===== src/rtl/cla_multiword_add_seq.sv =====
// cla_multiword_add_seq: wide add/subtract built by reusing a single SLICE_W-bit
// carry-lookahead slice, least-significant slice first, one slice per cycle.
// The slice carry-out is registered and becomes the next slice's carry-in.
// Valid/ready handshake on both the operand side and the result side.
// Optional feature macro: CLA_SEQ_EARLY_EXIT_EN -- finish early once the
// remaining upper operand bits are zero and no carry is pending.
module cla_multiword_add_seq #(
  parameter int SLICE_W    = 16,
  parameter int NUM_SLICES = 4
) (
  input  logic                          clk,
  input  logic                          rst_n,
  input  logic                          in_valid,
  output logic                          in_ready,
  input  logic [SLICE_W*NUM_SLICES-1:0] op_a,
  input  logic [SLICE_W*NUM_SLICES-1:0] op_b,
  input  logic                          sub,
  output logic                          out_valid,
  input  logic                          out_ready,
  output logic [SLICE_W*NUM_SLICES-1:0] sum,
  output logic                          carry_out,
  output logic                          overflow
);

  localparam int W  = SLICE_W * NUM_SLICES;
  localparam int IW = $clog2(NUM_SLICES);
  localparam logic [IW-1:0] LAST_IDX = IW'(NUM_SLICES - 1);

  typedef enum logic [1:0] {
    IDLE = 2'd0,
    RUN  = 2'd1,
    DONE = 2'd2
  } state_t;

  state_t          r_state;
  state_t          w_stateNext;
  logic [W-1:0]    r_a;
  logic [W-1:0]    r_b;
  logic            r_carry;
  logic [IW-1:0]   r_idx;
  logic [W-1:0]    r_sum;
  logic            r_cout;
  logic            r_ovf;

  int              w_base;
  logic [SLICE_W-1:0] w_sliceA;
  logic [SLICE_W-1:0] w_sliceB;
  logic [SLICE_W:0]   w_sliceRes;
  logic [SLICE_W-1:0] w_sliceSum;
  logic            w_sliceCout;
  logic            w_msbCin;
  logic            w_lastSlice;
  logic [W-1:0]    w_sumNext;
  logic [W-1:0]    w_sumWrite;
  logic            w_earlyExit;

  // Shared slice: selects the active operand slice and adds it with the pending carry
  always_comb begin
    w_base      = int'(r_idx) * SLICE_W;
    w_sliceA    = r_a[w_base +: SLICE_W];
    w_sliceB    = r_b[w_base +: SLICE_W];
    w_sliceRes  = {1'b0, w_sliceA} + {1'b0, w_sliceB} + {{SLICE_W{1'b0}}, r_carry};
    w_sliceSum  = w_sliceRes[SLICE_W-1:0];
    w_sliceCout = w_sliceRes[SLICE_W];
    w_msbCin    = w_sliceA[SLICE_W-1] ^ w_sliceB[SLICE_W-1] ^ w_sliceSum[SLICE_W-1];
    w_lastSlice = (r_idx == LAST_IDX);
    w_sumNext   = r_sum;
    w_sumNext[w_base +: SLICE_W] = w_sliceSum;
  end

`ifdef CLA_SEQ_EARLY_EXIT_EN
  logic [W-1:0] w_keepMask;
  logic         w_upperZero;

  // Early exit: nothing left above this slice and no carry pending, so upper slices are zero
  always_comb begin
    w_upperZero = (((r_a | r_b) >> (w_base + SLICE_W)) == '0);
    w_keepMask  = {W{1'b1}} >> (W - w_base - SLICE_W);
    w_earlyExit = !w_lastSlice && !w_sliceCout && w_upperZero;
    w_sumWrite  = w_earlyExit ? (w_sumNext & w_keepMask) : w_sumNext;
  end
`else
  // Without early exit every operation runs all slices
  always_comb begin
    w_earlyExit = 1'b0;
    w_sumWrite  = w_sumNext;
  end
`endif

  // Control state register
  always_ff @(posedge clk) begin
    if (!rst_n) r_state <= IDLE;
    else        r_state <= w_stateNext;
  end

  // Next-state and handshake outputs
  always_comb begin
    w_stateNext = r_state;
    in_ready    = 1'b0;
    out_valid   = 1'b0;
    case (r_state)
      IDLE: begin
        in_ready = 1'b1;
        if (in_valid) w_stateNext = RUN;
      end
      RUN: begin
        if (w_lastSlice || w_earlyExit) w_stateNext = DONE;
      end
      DONE: begin
        out_valid = 1'b1;
        if (out_ready) w_stateNext = IDLE;
      end
      default: w_stateNext = IDLE;
    endcase
  end

  // Datapath: latch operands on accept, then write one result slice per RUN cycle
  always_ff @(posedge clk) begin
    if (!rst_n) begin
      r_a     <= '0;
      r_b     <= '0;
      r_carry <= 1'b0;
      r_idx   <= '0;
      r_sum   <= '0;
      r_cout  <= 1'b0;
      r_ovf   <= 1'b0;
    end else begin
      case (r_state)
        IDLE: begin
          if (in_valid) begin
            r_a     <= op_a;
            r_b     <= sub ? ~op_b : op_b;
            r_carry <= sub;
            r_idx   <= '0;
          end
        end
        RUN: begin
          r_sum   <= w_sumWrite;
          r_carry <= w_sliceCout;
          r_idx   <= r_idx + 1'b1;
          if (w_lastSlice) begin
            r_cout <= w_sliceCout;
            r_ovf  <= w_msbCin ^ w_sliceCout;
          end else if (w_earlyExit) begin
            r_cout <= 1'b0;
            r_ovf  <= 1'b0;
          end
        end
        default: begin
        end
      endcase
    end
  end

  assign sum       = r_sum;
  assign carry_out = r_cout;
  assign overflow  = r_ovf;

endmodule


===== config.mk =====
export PLATFORM = sky130hd
export DESIGN_NAME = cla_multiword_add_seq
export DESIGN_NICKNAME = d
export VERILOG_FILES = /design/src/rtl/cla_multiword_add_seq.sv
export SDC_FILE = /design/constraint.sdc
export NUM_CORES = 1
export LEC_CHECK = 0
export ABC_AREA = 1
export CAP_MARGIN = 15
export CORE_MARGIN = 2
export CORE_UTILIZATION = 46
export CTS_CLUSTER_SIZE = 20
export DETAILED_ROUTE_END_ITERATION = 7
export PLACE_DENSITY = 0.74
export SLEW_MARGIN = 10
export SYNTH_ARGS = -nofsm -noshare
export SYNTH_HDL_FRONTEND = slang
export SYNTH_SLANG_ARGS = --single-unit

===== constraint.sdc =====
create_clock -name clk -period 2.9 [get_ports clk]
set_input_delay 0.435 -clock clk [delete_from_list [all_inputs] [get_ports clk]]
set_output_delay 0.435 -clock clk [all_outputs]
set_load 0.1 [all_outputs]

# After elaboration in Yosys (flattened, before gate mapping)
# Index checks and enable logic that the tools add are counted.
[totals]
register_bits = 199
input_bits = 133
wordCells = 44
output_inout_bits = 68
[op_classes]
n_reduce_logical = 6
bitwise_logic = 4
shifts = 4
add_sub_neg = 4
n_mux = 12
n_eq_ne = 6
[op_table]
columns = ["operator", "n"]
rows = [
  ["64-bit by 7-bit indexed part select with 16-bit output", 2],
  ["64-bit bitwise mux", 1],
  ["64-bit 2-to-1 mux", 1],
  ["64-bit inverter", 1],
  ["16-bit by 33-bit variable shift with 64-bit output (first input constant)", 1],
  ["16-bit by 33-bit indexed part select with 64-bit output", 1],
  ["6-bit negator with 33-bit output", 1],
  ["16-bit by 16-bit adder with 17-bit output", 1],
  ["17-bit by 1-bit adder with 17-bit output", 1],
  ["2-bit 2-to-1 mux", 4],
  ["2-bit inequality test (second input constant)", 3],
  ["2-bit case mux with 3 select lines", 1],
  ["2-bit AND reduction", 3],
  ["2-bit == test (second input constant)", 2],
  ["2-bit case mux with 2 select lines", 1],
  ["1-bit 2-to-1 mux", 3],
  ["3-bit AND reduction", 1],
  ["1-bit XOR", 3],
  ["2-bit by 1-bit adder with 2-bit output (second input constant)", 1],
  ["2-bit by 1-bit == test with 1-bit output (second input constant)", 1],
  ["2-bit zero test", 1],
  ["1-bit case mux with 2 select lines", 1],
  ["2-bit nonzero test", 1],
]

# Longest topological paths before layout
# Gate-level depths: netlist of run 1.
[logic_depth]
ltp_word = 5
mapped_depth = 19
ltp_nobuf = 17

# Least setup slack after synthesis of run 1
# Ideal clock, no wire load.
[synth_timing]
path_kind = "register -> register"
from = "reg r_idx[0]"
to = "reg r_cout, in the netlist carry_out"
slack_ps = 38
stages_incl_launch_ff = 19
path_buffers = 3
arrival_ps = 2806
synth_period_minus_slack_ps = 2862
t_required_ps = 2844
path_cell_list = "dfxtp_1 buf_2 buf_2 buf_1 nor2_1 o22ai_1 fa_1 inv_1 fa_1 inv_1 nand3_1 nand2_1 nand3_1 nand3_1 nand2_1 nand3_1 nor2_1 or2_2 inv_1"
[synth_between]
elab_chain_len = 3
word_cells_on_any_way = 6
[synth_lines]
columns = ["element", "line_no", "rtl"]
rows = [
  ["start: declaration", "40", "logic [IW-1:0] r_idx;"],
  ["start signal: assignment", "140", "r_idx <= r_idx + 1'b1;"],
  ["64-bit by 7-bit indexed part select with 16-bit output (on tied branches)", "60, 61", ""],
  ["16-bit by 16-bit adder with 17-bit output", "62", "w_sliceRes = {1'b0, w_sliceA} + {1'b0, w_sliceB} + {{SLICE_W{1'b0}}, r_carry};"],
  ["17-bit by 1-bit adder with 17-bit output", "62", ""],
  ["end signal: assignment", "142", "r_cout <= w_sliceCout;"],
  ["end: declaration", "42", "logic r_cout;"],
]
# Parallel ways exist; a longest one is shown, timed or not.
# A chain may end at the register's enable or synchronous reset.

# Worst setup path after layout of run 1
# Ends and elaborated chain as after synthesis.

==> flow_metrics.env, run 1 <==
export IMPL_worstMarginPinSlew_ns=0.671
export IMPL_slew_violations=0
export IMPL_synth_nets=1441
export IMPL_crit_fanout=25
export IMPL_critPathLaunchType="flop"
export IMPL_dieArea_mm2=0.0217
export IMPL_synth_edff_count=0
export IMPL_grt_use_total_pct=24.8
export IMPL_synth_main_ff_cell="dfxtp_1"
export IMPL_final_antenna_net_count=0
export IMPL_via_per_inst=5.25
export IMPL_numCtsBuffers=17
export IMPL_die_h_um=147
export IMPL_syn_area_mm2=0.00946
export IMPL_diodes=0
export IMPL_synth_seq_area_share_pct=42.1
export IMPL_finalHoldViolCount=0
export IMPL_fp_coreArea_mm2=0.0202
export IMPL_yosysUniqueCellTypes=33
export IMPL_yosys_top_cells_count="nor2_1 (278), dfxtp_1 (199), nand2_1 (196)"
export IMPL_yosysTopAreaCell="dfxtp_1"
export IMPL_power_share_clock_pct=31.7
export IMPL_cp_end_kind="flop"
export IMPL_synth_area_leaders="dfxtp_1 (42%), nor2_1 (11%), nand2_1 (7.8%)"
export IMPL_hold_class="reg -> reg"
export IMPL_grt_pass1_wl_mm=42.8
export IMPL_wl_per_cell_um=16.0
export IMPL_max_freq_mhz=368
export IMPL_wirelength_mm=27.6
export IMPL_switching_power_mw=2.47
export IMPL_outcome="finished clean"
export IMPL_root_buffer="clkbuf_16"
export IMPL_std_cell_rows=52
export IMPL_ys_ff_latch=199
export IMPL_path_class="reg -> reg"
export IMPL_yosys_warnings=0
export IMPL_avgSynthCellArea_um2=7.36
export IMPL_combPwrFrac_pct=26.6
export IMPL_io_buffers=200
export IMPL_cts_tree="built"
export IMPL_place_inst=1687
export IMPL_max_slew_margin_pct=55.3
export IMPL_maxCapViolations=0
export IMPL_drive_gt1_share_pct=10.5
export IMPL_worstPathRequired_ns=3.28
export IMPL_swShare_pct=33.8
export IMPL_synthCells=1285
export IMPL_cp_arrival_ns=3.10
export IMPL_gp_congestion=0.898
export IMPL_route_detailed_drc=0
export IMPL_leakagePower_nw=4.88
export IMPL_io_pins=201
export IMPL_p_int_mw=4.85
export IMPL_placed_cell_area_mm2=0.0115
export IMPL_period_share_pct=93.7
export IMPL_dp_worst_setup_slack_ns=0.109
export IMPL_fin_area_mm2=0.0122
export IMPL_grt_max_degree=69
export IMPL_power_share_sequential_pct=41.6
export IMPL_synthMostInstantiatedCell="nor2_1"
export IMPL_reg2reg_depth=16
export IMPL_hold_path_depth=2
export IMPL_drt_iter0_drc=793
export IMPL_cts_max_level=4
export IMPL_clk_latency_ns=0.43
export IMPL_final_cells=1721
export IMPL_place_hpwl_mm=20.3
export IMPL_antenna_found_initial=0
export IMPL_final_fill_count=1859
export IMPL_clock_sinks=199
export IMPL_p_total_mw=7.33
export IMPL_area_growth_pct=28.6
export IMPL_grt_overflow=0
export IMPL_clkTransAtPathRegs_ns=0.07
export IMPL_clk_path_buf_depth=2
export IMPL_layout_nets=1595
export IMPL_grt_pass1_vias=8319
export IMPL_pwr_density_cell_mw_per_mm2=602
export IMPL_initial_utilization_pct=46.8
export IMPL_setup_viol=0
export IMPL_final_setup_worst_slack_ns=0.184
export IMPL_drtPass1Iterations=5
export IMPL_ir_worst_vdd_mv=0.372
export IMPL_skew_ns=0.00914
export IMPL_ys_async_sr_fraction_pct=0
export IMPL_netlist_area_leader_share_pct=42.1
export IMPL_dr_total_vias=9034
export IMPL_min_period_ns=2.72
export IMPL_die_x_um=147
[placed cells by master (no fill, tap or decap), types with 3 or more instances in the layout]
master,count
dfxtp_1,197
nor2_4,4
buf_12,8
nor2_1,278
buf_4,84
clkbuf_16,19
a21oi_1,75
inv_4,3
o22ai_1,28
a32oi_1,3
nand4_1,18
o21ai_1,3
clkdlybuf4s50_1,130
a211oi_1,63
nand3_1,28
nor3_1,6
clkinvlp_4,3
ha_1,20
nand2_1,189
o21ai_0,125
xnor2_1,66
inv_6,5
nand2_2,8
inv_8,3
xor2_1,3
inv_1,57
a22oi_1,3
[power groups by stage]
stage                     combinational [mW]  sequential [mW]  clock [mW]
after global routing                    2.14             3.06        2.46
after floorplan                         1.10             3.19           0
final                                   1.95             3.05        2.33
after detailed placement                1.88             3.10           0
after global placement                  1.87             3.10           0
after CTS                               1.89             3.04        2.34
[path summary, 6_finish.rpt]
path	from	to	slack, ns
max	r_idx[0]	carry_out	0.18
min	r_b[1]	r_b[1]	0.47
max reg2reg	r_idx[0]	carry_out	0.18
min reg2reg	r_b[1]	r_b[1]	0.47
[layer usage]
| metal | up-vias | track usage [%] | wire (um) | share of wire [%] |
|---|---|---|---|---|
| li1 | 4555 | - | - | - |
| met1 | 4097 | 34.5 | 12600 | 46 |
| met2 | 336 | 38.1 | 12400 | 45 |
| met3 | 46 | 5.12 | 1910 | 6.9 |
| met4 | 0 | 9.38 | 708 | 2.6 |
| met5 | - | 0 | 0 | 0 |
[worst max-delay path, stage by stage, from the launching register on]
cell and delay, ns:
dfxtp_4 0.43, buf_12 0.18, o21ai_0 0.09, o22ai_1 0.23, fa_1 0.23, inv_1 0.06, fa_1 0.40, inv_1 0.09
nand3_1 0.09, nand2_2 0.12, nand3_1 0.09, nand3_1 0.11, nand2_1 0.06, nand3_1 0.09, nor2_1 0.07, or2_2 0.28
inv_1 0.05
[metrics by stage]
stage | utilization [%] | hold WS (ns) | TNS (ns)
2_1_floorplan | - | 0.430 | 0
3_3_place_gp | 56.8 | 0.454 | 0
3_5_place_dp | 56.8 | 0.457 | 0
4_1_cts | 59.5 | 0.466 | 0
5_1_grt | 60.1 | 0.481 | -0.0108
6_report | 60.1 | 0.466 | 0
[sequential cells by signal, indices dropped and copies added (netlist names)]
signal     count
overflow       1
r_b           64
carry_out      1
r_carry        1
r_idx          2
r_a           64
sum           64
r_state        2
[final cells by class]
class | instances | area (um^2) | area share [%]
multi-input combinational | 934 | 4880 | 40.1
sequential | 199 | 3990 | 32.8
timing repair buffer | 226 | 2160 | 17.7
clock buffer | 18 | 429 | 3.53
tap | 270 | 338 | 2.78
inverter | 61 | 236 | 1.94
clock inverter | 13 | 135 | 1.11
[what timing repair did]
item	4_1_cts	5_1_grt
setup endpoints to repair	0	32
resized for setup	0	17
hold buffers	0	0
setup buffers	0	1
[cell families after synthesis]
kind of cell,Yosys count,synth area share [%]
AND/OR/NAND/NOR,537,23.0
AO/OA/AOI/OAI,303,18.3
flip-flops,199,42.1
buffers and inverters,152,6.85
XOR/XNOR,71,6.57
adder cells (fa/ha/maj),23,3.20
Note: power is estimated with default switching activity, not from simulation.
==> inputs of run 2 (changes only) <==
Settings changed: CORE_MARGIN 2 to default.
==> flow_metrics.env, run 2 (same netlist as run 1, synthesis figures left out) <==
export IMPL_crit_fanout=28
export IMPL_final_cell_mix="nor2_1 (278), dfxtp_1 (198), nand2_1 (193)"
export IMPL_grt_overflow=0
export IMPL_drtPass1Iterations=5
export IMPL_std_cell_rows=52
export IMPL_finalHoldViolCount=0
export IMPL_cp_endpoint="sum[58]"
export IMPL_path_cells="buf_12 > o21ai_0 > o22ai_1 > fa_2 > inv_1 > fa_1 > inv_1 > nand4_1 > nand2_1 > nand2_1 > nand2_1 > nand2_1 > nand2_1 > nand4_1 > a21oi_1"
export IMPL_antenna_found_initial=0
export IMPL_dp_worst_setup_slack_ns=0.118
export IMPL_cp_startpoint="r_idx[0]"
export IMPL_gp_congestion=0.878
export IMPL_crit_slowest_cell="fa_1"
export IMPL_grt_pass1_vias=8135
export IMPL_fin_util_pct=60.3
export IMPL_path_class="reg -> reg"
export IMPL_final_fill_count=1874
export IMPL_grt_use_total_pct=25.3
export IMPL_numCtsBuffers=17
export IMPL_r2r_end="sum[58]"
export IMPL_root_buffer="clkbuf_16"
export IMPL_cp_arrival_ns=3.11
export IMPL_r2r_start="r_idx[0]"
export IMPL_skew_ns=0.00873
export IMPL_max_slew_margin_pct=61.7
export IMPL_critPathLaunchType="flop"
export IMPL_reg2reg_depth=15
export IMPL_worstMarginPinSlew_ns=0.572
export IMPL_io_buffers=200
export IMPL_area_growth_pct=28.5
export IMPL_wirelength_mm=27.2
export IMPL_clock_sinks=199
export IMPL_drive_gt1_share_pct=10.2
export IMPL_clk_latency_ns=0.44
export IMPL_die_x_um=145
export IMPL_setup_viol=0
export IMPL_period_share_pct=94.3
export IMPL_wl_per_cell_um=15.8
export IMPL_slowest_delay_ns=0.42
export IMPL_outcome="finished clean"
export IMPL_dieArea_mm2=0.0211
export IMPL_min_period_ns=2.74
export IMPL_die_h_um=145
export IMPL_grt_pass1_wl_mm=42.4
export IMPL_power_share_sequential_pct=41.8
export IMPL_place_hpwl_mm=20.0
export IMPL_final_antenna_net_count=0
export IMPL_slew_violations=0
export IMPL_hold_class="reg -> reg"
export IMPL_io_pins=201
export IMPL_fin_area_mm2=0.0122
export IMPL_placed_cell_area_mm2=0.0115
export IMPL_initial_utilization_pct=46.9
export IMPL_layout_nets=1597
export IMPL_final_common_cell="nor2_1"
export IMPL_grt_max_degree=69
export IMPL_power_share_clock_pct=31.7
export IMPL_dr_total_vias=9073
export IMPL_hold_slack_ns=0.469
export IMPL_route_detailed_drc=0
export IMPL_leakagePower_nw=4.90
export IMPL_worstPathRequired_ns=3.27
export IMPL_final_setup_worst_slack_ns=0.164
export IMPL_critPathMostFrequentCell="nand2_1"
export IMPL_max_freq_mhz=365
export IMPL_combPwrFrac_pct=26.4
export IMPL_diodes=0
export IMPL_pwr_density_cell_mw_per_mm2=599
export IMPL_maxCapViolations=0
export IMPL_via_per_inst=5.27
export IMPL_drt_iter0_drc=860
export IMPL_cp_end_kind="flop"
export IMPL_p_int_mw=4.84
export IMPL_cts_max_level=4
export IMPL_clk_path_buf_depth=2
export IMPL_setup_tns_ns=0
export IMPL_ir_worst_vdd_mv=0.422
export IMPL_fp_coreArea_mm2=0.0202
export IMPL_clkTransAtPathRegs_ns=0.07
export IMPL_cts_tree="built"
export IMPL_regToRegSetupSlack_ns=0.16
export IMPL_switching_power_mw=2.45
export IMPL_swShare_pct=33.6
## run 2: cell count changes in the layout (fill, tap and decap cells not counted), moves of 2 or more
cell      previous run  this run
nand2_1            189       193
nand2_2              8         4
buf_4               84        87
clkinv_4             0         3
inv_6                5         3
## run 2: repair_timing
action,CTS,global route
hold buffers,0,0
gates resized for setup,0,12
buffers inserted,0,2
endpoints found under the setup margin,0,31
## run 2: metrics by stage
step                power (mW)  cells
CTS                       7.24   1719
finish                    7.29   1723
detailed placement        4.97   1688
global placement          4.95   1688
floorplan                 4.29   1285
global route              7.61   1723
## run 2: final cells by class
class	instances	area [um^2]	area share, %
clock buffer	18	429	3.53
clock inverter	13	141	1.16
inverter	61	236	1.95
multi-input combinational	934	4860	40.0
sequential	199	3990	32.8
tap	270	338	2.78
timing repair buffer	228	2160	17.8
## run 2: critical path, delay by kind of cell (launching register included)
family / cells / cell delay [ns]
AND/OR/NAND/NOR: 7 / 0.82
adder cells (fa/ha/maj): 2 / 0.66
AO/OA/AOI/OAI: 3 / 0.44
flip-flops: 1 / 0.41
buffers and inverters: 3 / 0.33
## run 2: power groups by stage
stage	sequential (mW)	combinational [mW]	clock (mW)
floorplan	3.19	1.10	0
finish	3.05	1.93	2.31
global placement	3.10	1.85	0
global route	3.06	2.11	2.44
detailed placement	3.10	1.87	0
CTS	3.04	1.87	2.32
## run 2: routing by layer
metal | global-route usage (%) | wire length [um]
met5 | 0 | 0
met4 | 7.79 | 539
met3 | 3.73 | 2060
met2 | 39.7 | 12100
met1 | 35.9 | 12400
## run 2: how the worst min path moves through the flow
stage	endpoint	startpoint	slack, ns	depth (start not counted)
after floorplan	r_b[1]	r_b[1]	0.43	2
after global placement	sum[9]	sum[9]	0.46	2
after detailed placement	sum[13]	sum[13]	0.46	2
after CTS	sum[13]	sum[13]	0.47	2
after global routing	sum[13]	sum[13]	0.48	2
final	sum[9]	sum[9]	0.47	2
==> inputs of run 3 (changes only) <==
Settings changed: PLACE_DENSITY 0.74 to 0.76.
==> flow_metrics.env, run 3 (same netlist as run 1, synthesis figures left out) <==
export IMPL_outcome="finished clean"
export IMPL_clk_latency_ns=0.43
export IMPL_io_pins=201
export IMPL_regToRegSetupSlack_ns=0.18
export IMPL_maxCapViolations=0
export IMPL_pwr_density_cell_mw_per_mm2=608
export IMPL_final_common_cell="nor2_1"
export IMPL_slew_violations=0
export IMPL_die_h_um=145
export IMPL_grt_max_degree=69
export IMPL_dr_total_vias=9116
export IMPL_r2r_start="r_idx[1]"
export IMPL_final_fill_count=1862
export IMPL_leakagePower_nw=4.92
export IMPL_setup_tns_ns=0
export IMPL_period_share_pct=93.8
export IMPL_dp_worst_setup_slack_ns=0.181
export IMPL_hold_slack_ns=0.466
export IMPL_rsz0062_at_grt="false"
export IMPL_clkTransAtPathRegs_ns=0.07
export IMPL_grt_pass1_vias=8291
export IMPL_wl_per_cell_um=15.6
export IMPL_r2r_end="carry_out"
export IMPL_hold_path_depth=2
export IMPL_critPathLaunchType="flop"
export IMPL_skew_ns=0.00608
export IMPL_crit_fanout=15
export IMPL_cp_startpoint="r_idx[1]"
export IMPL_antenna_found_initial=0
export IMPL_dieArea_mm2=0.0211
export IMPL_fp_coreArea_mm2=0.0202
export IMPL_place_inst=1690
export IMPL_worstPathRequired_ns=3.28
export IMPL_via_per_inst=5.28
export IMPL_placed_cell_area_mm2=0.0115
export IMPL_die_x_um=145
export IMPL_root_buffer="clkbuf_16"
export IMPL_switching_power_mw=2.41
export IMPL_multi_input_area_mm2=0.00485
export IMPL_cp_arrival_ns=3.10
export IMPL_power_share_sequential_pct=41.2
export IMPL_cts_tree="built"
export IMPL_drive_gt1_share_pct=10.2
export IMPL_reg2reg_depth=16
export IMPL_cts_max_level=4
export IMPL_worstMarginPinSlew_ns=0.612
export IMPL_final_antenna_net_count=0
export IMPL_grt_pass1_wl_mm=42.8
export IMPL_fin_area_mm2=0.0122
export IMPL_clk_path_buf_depth=2
export IMPL_layout_nets=1599
export IMPL_p_int_mw=4.98
export IMPL_seqCellArea_mm2=0.00399
export IMPL_cp_end_kind="flop"
export IMPL_clock_sinks=199
export IMPL_final_cells=1725
export IMPL_ir_worst_vdd_mv=0.392
export IMPL_final_cell_mix="nor2_1 (278), dfxtp_1 (198), nand2_1 (194)"
export IMPL_power_share_clock_pct=33.0
export IMPL_swShare_pct=32.6
export IMPL_area_growth_pct=28.4
export IMPL_grt_use_total_pct=25.5
export IMPL_worstHoldStart="sum[10]"
export IMPL_combPwrFrac_pct=25.8
export IMPL_setup_viol=0
export IMPL_numCtsBuffers=17
export IMPL_wirelength_mm=26.9
export IMPL_initial_utilization_pct=46.9
export IMPL_io_buffers=200
export IMPL_place_hpwl_mm=19.9
export IMPL_path_class="reg -> reg"
export IMPL_drt_iter0_drc=842
export IMPL_route_detailed_drc=0
export IMPL_diodes=0
export IMPL_final_setup_worst_slack_ns=0.178
export IMPL_min_period_ns=2.72
export IMPL_finalHoldViolCount=0
export IMPL_max_freq_mhz=367
export IMPL_gp_congestion=0.858
export IMPL_min_to="sum[10]"
export IMPL_max_slew_margin_pct=59.2
export IMPL_hold_class="reg -> reg"
export IMPL_grt_overflow=0
export IMPL_std_cell_rows=52
export IMPL_drtPass1Iterations=7
[run 3: cell type report]
type	count	share of cell area [%]
Clock inverter	14	1.41
Multi-Input combinational cell	934	39.9
Timing Repair Buffer	230	17.7
Clock buffer	17	3.50
Sequential cell	199	32.8
Tap cell	270	2.78
Inverter	61	1.95
[run 3: how the worst max path moves through the flow]
stage	end	slack, ns	depth (start not counted)
final	carry_out	0.18	16
after global routing	carry_out	0.007	16
after CTS	carry_out	0.16	16
after detailed placement	sum[22]	0.18	13
after global placement	sum[62]	0.21	15
after floorplan	carry_out	0.04	18
[run 3: stage by stage]
stage	util, %	power [mW]
after global placement	57.0	4.94
after global routing	60.2	7.72
after detailed placement	57.0	4.97
after floorplan	-	4.29
after CTS	60.0	7.37
final	60.2	7.39
[run 3: power by group through the flow]
stage | combinational (mW) | sequential (mW) | clock (mW)
6_report | 1.91 | 3.04 | 2.44
5_1_grt | 2.09 | 3.06 | 2.57
4_1_cts | 1.88 | 3.04 | 2.45
3_5_place_dp | 1.87 | 3.10 | 0
3_3_place_gp | 1.85 | 3.10 | 0
2_1_floorplan | 1.10 | 3.19 | 0
[run 3: per-layer routing]
metal / vias up / part of all wire, % / wire (um) / global-route usage (%)
li1: 4571 / - / - / -
met1: 4135 / 46 / 12300 / 35.9
met2: 366 / 45 / 12000 / 39.2
met3: 44 / 7.0 / 1890 / 4.42
met4: 0 / 2.7 / 719 / 9.84
met5: - / 0 / 0 / 0
[run 3: worst max-delay path: stages, from the launching register on]
cell,delay (ns)
dfxtp_1,0.40
buf_6,0.18
o21ai_0,0.12
o22ai_2,0.19
fa_1,0.22
inv_1,0.06
fa_1,0.43
inv_1,0.10
nand3_1,0.07
nand2_1,0.13
nand3_1,0.11
nand3_1,0.11
nand2_1,0.06
nand3_1,0.09
nor2_1,0.07
or2_2,0.28
inv_1,0.05
[run 3: what timing repair did]
item / 4_1_cts / 5_1_grt
setup endpoints to repair: 0 / 24
setup buffers: 0 / 4
gates resized for setup: 0 / 8
hold buffers: 0 / 0
